File: src/rtl/pwm_gen.sv
// Serial-loaded PWM generator: duty value arrives MSB first through a shift register and is compared against an external counter.
// Optional macro PWM_GEN_SHADOW_EN defers duty updates to the next counter==0 edge via a shadow register.
module pwm_gen #(
  parameter int WIDTH = 8
) (
  input  logic             clk,
  input  logic             reset,
  input  logic             load,
  input  logic             shift_enable,
  input  logic             S_in,
  input  logic [WIDTH-1:0] counter,
  output logic             pwm_signal
);

  logic [WIDTH-1:0] shift_q, shift_d;
  logic [WIDTH-1:0] duty_q, duty_d;
  logic             pwm_q, pwm_d;

`ifdef PWM_GEN_SHADOW_EN
  logic [WIDTH-1:0] shadow_q, shadow_d;
  logic             pend_q, pend_d;
`endif

  always_comb begin
    shift_d = shift_q;
    duty_d  = duty_q;
    if (shift_enable) begin
      shift_d = {shift_q[WIDTH-2:0], S_in};
    end
`ifdef PWM_GEN_SHADOW_EN
    shadow_d = shadow_q;
    pend_d   = pend_q;
    if (load) begin
      shadow_d = shift_q;
      pend_d   = 1'b1;
    end
    // Transfer is allowed on the load edge itself when the counter is already at zero.
    if (pend_d && (counter == '0)) begin
      duty_d = shadow_d;
      pend_d = 1'b0;
    end
`else
    if (load) begin
      duty_d = shift_q;
    end
`endif
    // Compare uses the duty value in force before this edge.
    pwm_d = (counter < duty_q);
  end

  always_ff @(posedge clk) begin
    if (reset) begin
      shift_q <= '0;
      duty_q  <= '0;
      pwm_q   <= 1'b0;
`ifdef PWM_GEN_SHADOW_EN
      shadow_q <= '0;
      pend_q   <= 1'b0;
`endif
    end else begin
      shift_q <= shift_d;
      duty_q  <= duty_d;
      pwm_q   <= pwm_d;
`ifdef PWM_GEN_SHADOW_EN
      shadow_q <= shadow_d;
      pend_q   <= pend_d;
`endif
    end
  end

  assign pwm_signal = pwm_q;

endmodule

File: config.mk
export PLATFORM = sky130hd
export DESIGN_NAME = pwm_gen
export DESIGN_NICKNAME = d
export VERILOG_FILES = /design/src/rtl/pwm_gen.sv
export SDC_FILE = /design/constraint.sdc
export NUM_CORES = 1
export LEC_CHECK = 0
export ABC_AREA = 1
export BUFFER_PORTS_ARGS = -buffer_cell sky130_fd_sc_hd__buf_2
export CAP_MARGIN = 20
export CELL_PAD_IN_SITES_DETAIL_PLACEMENT = 2
export CELL_PAD_IN_SITES_GLOBAL_PLACEMENT = 2
export CORE_MARGIN = 3
export CORE_UTILIZATION = 32
export CTS_BUF_LIST = sky130_fd_sc_hd__clkbuf_2
export CTS_CLUSTER_DIAMETER = 100
export DETAILED_ROUTE_END_ITERATION = 8
export GPL_TIMING_DRIVEN = 0
export PLACE_DENSITY_LB_ADDON = 0.3
export SLEW_MARGIN = 20
export SYNTH_ARGS = -nofsm -noshare
export SYNTH_HDL_FRONTEND = slang
export SYNTH_SLANG_ARGS = --single-unit
File: constraint.sdc
create_clock -name clk -period 2.3 [get_ports clk]
set_clock_uncertainty 0.2 [all_clocks]
set_input_delay 0.115 -clock clk [delete_from_list [all_inputs] [get_ports clk]]
set_output_delay 0.115 -clock clk [all_outputs]
set_load 0.005 [all_outputs]
## Yosys cells after proc, flatten, opt, wreduce, memory -nomap -nowiden

Index checks and enable logic that the tools add are counted.

| word-level totals | value |
|---|---|
| bits in registers | 17 |
| latch bits | 0 |
| RAM bits | 0 |
| bits in read-only memories | 0 |
| output and inout bits | 1 |
| logic and storage cells | 4 |
| memories kept | 0 |

| cells by class | value |
|---|---|
| $add $sub $neg | 0 |
| multiply operators | 0 |
| divide/modulo/power cells | 0 |
| $lt $le $gt $ge | 1 |
| equality and inequality tests | 0 |
| shift-type cells | 0 |
| multiplexer cells | 0 |
| bitwise gates (word level) | 0 |
| reduce and logical (&&, ||, !) cells | 0 |

Operator list:

| operator | count |
|---|---|
| 8-bit less-than comparator | 1 |

## Depth between registers and ports, before layout

| logic depth | value |
|---|---|
| word-level depth | 1 |
| mapped depth | 7 |
| depth with buffers taken out | 7 |

## Worst setup path before layout

Ideal clock, no wire load.

| timing path | value |
|---|---|
| path kind | register -> register |
| start | reg duty_q[5] |
| end | reg pwm_q, in the netlist pwm_signal |
| arrival time | 948 ps |
| path slack | 1083 ps |
| stages on the path, launching flop included | 8 |
| buffers on the path | 0 |
| cells stage by stage | dfxtp_1 -> inv_1 -> ha_1 -> nand2_1 -> inv_1 -> o21bai_1 -> nand3_1 -> a21oi_1 |

| between the ends | value |
|---|---|
| longest elaborated chain between the ends | 1 |

RTL lines:

| item | RTL line | source |
|---|---|---|
| from (decl) | 16 | `logic [WIDTH-1:0] duty_q, duty_d;` |
| from (signal assigned) | 62 | `duty_q <= duty_d;` |
| 8-bit less-than comparator | 48 | `pwm_d = (counter < duty_q);` |
| to (signal assigned) | 63 | `pwm_q <= pwm_d;` |
| to (decl) | 17 | `logic pwm_q, pwm_d;` |

No other way between the ends.
A chain may end at the register's enable or synchronous reset.

## Worst setup path in the final report

Same ends and word-level chain as after synthesis.

==> impl_results.md <==
* Total Routed Length at between 1500 and 2000 um
* Pwr Density at between 600 and 700 mW/mm^2
* Clock Latency Late Sink at approximately 0.29 ns
* Clock Tree Root: clkbuf_2
* Placed Cells at ~140
* Final hold vios at 0
* Ys Warns at 0
* Layout area overhead at 21.1%
* Die W at approximately 55 um
* Crit Path Class: flop to flop
* Chip Height at about 55 um
* CTS tree: done
* Via/cell ratio at approximately 4.7
* Die Area at just under 0.003 mm^2
* Met3 Use GR at under 10%
* Drt pass-1 iters at 3
* Post-CTS setup buffers at 0
* Synthesized area at about 750 um^2
* CP Data Required Time at about 2.3 ns
* Wire per inst at around 12 um
* Met2 usage at 23.9%
* Final cell count without fillers at between 100 and 150
* Via count at between 600 and 700
* Fmax at 734 MHz
* Slew @ Worst Pin at ~0.18 ns
* GRT Max-Usage Layer: met2
* Crit. End Element: flop
* # rows at 16
* Cell taking the most area after synthesis: dfxtp_1
* Total CTS buffers at 3
* Status: finished, final reports clean
* Crit-path cells: inv_1, ha_1, nand2_1, inv_1, o21bai_1, nand3_1, a21oi_1
* DP HPWL at 1350 um
* DR iter-0 viols at 5
* First-pass GRT wire length at 2860 um
* Slew Limit Fails at 0
* Vias in the first global route at 681
* Port Buf Inserts at 13
* Sum of negative setup slack at 0 ns
* Syn_nets at 117
* Tot GR Track Use at ~13%
* Initial antenna violation count at 0
* Fin crit period at around 1.4 ns
* Leak Pwr at 0.000443 uW
* Cell variety after synth at 12
* Clock H-tree levels at 1
* CP max FO at 2
* GR Overflow Total at 0
* Setup crit start kind: flop
* Final Net Count at between 100 and 150
* Worst vdd ir at about 0.32 mV
* Hold Path Class: primary input to flop
* Maximum clock path buffer count at 2
* Register area share after synthesis at a little under half
* Slowest cell delay on critical path at about 0.34 ns
* Fin crit share at just under 60%
* Largest net degree at the start of global routing at 11
* Core Box Area at 0.00208 mm^2
* Total clock sinks at 17
* Synth top area cells: dfxtp_1 (45%), ha_1 (12%), nor2_1 (10%)
* Worst path slowest cell: dfxtp_1
* Share of cells above drive strength 1 at 18.6%
* Critical Path AT at 1.40 ns
* Ports at 14
* ANT nets after route at 0
* Final setup vio count at 0
* DRC viols at 0
* Top cell type's share of synthesized area at 45.2%
* Met1 usage at between 15 and 20%
* Clock-pin slew on the worst setup and hold paths at approximately 0.16 ns
* Unrepaired setup endpoints after global routing: false
* Post-Synthesis Cells at 97
* Antenna diodes at 0
* Number of synthesized register bits at 17
* Crit-path most repeated cell: inv_1
* Initial core utilization at ~36%
* Relative slew slack at between 80% and 90%
* Avg Cell Area, Syn at between 7 and 8 um^2
* PostCTS Resize Cnt at 0
* Final GP Congestion at slightly above 0.7
* Max-cap viol count at 0
synthesized netlist by cell type (all sizes together):
library cell,n
nor2,20
buf,2
nand2,10
dfxtp,17
nand3,1
ha,7
a21oi,9
o21bai,1
inv,14
o21ai,16
cell type report:
class	instances	area (um^2)
multi-input cells	64	338
plain buffers	2	22.5
repair buffers	17	105
well taps	27	33.8
clock buffers	4	20.0
inverters	14	52.6
fillers	260	1170
flip-flops and latches	17	340
routing by layer:
layer,wire length (um),vias up
li1,-,351
met2,807,11
met3,56,2
met5,0,-
met4,9,0
met1,829,313
report_power, final:
group | total, uW | internal [uW] | switching (uW)
combinational | 90.8 | 41.9 | 49.0
sequential | 323 | 314 | 9.39
clock | 137 | 46.1 | 91.0
repair_timing:
action | CTS | global route
endpoints found under the setup margin | 0 | 0
endpoints found under the hold margin | 11 | 0
hold buffers | 4 | 0
cells by family after synthesis:
kind of cell / after synthesis / share of synthesized area [%]
and+or+nand+nor: 31 / 15.6
AOI/OAI and AO/OA: 26 / 17.6
DFF: 17 / 45.2
adders and majority gates: 7 / 11.6
buffers and inverters: 16 / 9.97
final timing paths:
kind,start,endpoint,slack [ns],cells past startpoint
setup / recovery,duty_q[5],pwm_signal,0.94,7
hold / removal,counter[3],pwm_signal,0.02,5
setup reg to reg,duty_q[5],pwm_signal,0.94,7
hold reg to reg,duty_q[7],duty_q[7],0.28,2
cells in the final DEF (no fill, tap or decap):
cell           synthesis  final
dfxtp_1               17     17
nand2_1               10     10
o21ai_1                2      2
a21oi_1                9      9
buf_2                  0     13
inv_1                 11     11
nand3_1                1      1
buf_6                  2      2
ha_1                   7      7
o21ai_0               14     14
dlygate4sd3_1          0      4
o21bai_1               1      1
inv_2                  3      3
nor2_1                20     20
clkbuf_2               0      4
sequential cells by signal, summed over array words and instances, names as in the netlist:
register,cells
shift_q,8
duty_q,8
pwm_signal,1
worst max-delay path: cells and delay by family (launching register included):
| family | cells | cell delay (ns) |
|---|---|---|
| buffers and inverters | 2 | 0.09 |
| adder cells (fa/ha/maj) | 1 | 0.28 |
| flip-flops | 1 | 0.34 |
| AND/OR/NAND/NOR | 2 | 0.17 |
| AO/OA/AOI/OAI | 2 | 0.23 |
metrics by stage:
step	utilization, %	area, um^2	total power [uW]	worst slack, ns	hold WS [ns]
floorplan	-	753	384	1.08	0.0499
global placement	40.9	852	409	1.01	0.136
detailed placement	40.9	852	417	0.952	0.173
CTS	43.8	912	563	0.911	0.0166
global route	43.8	912	591	0.859	0.0214
finish	43.8	912	551	0.937	0.0186
Note: power is estimated with default switching activity, not from simulation.
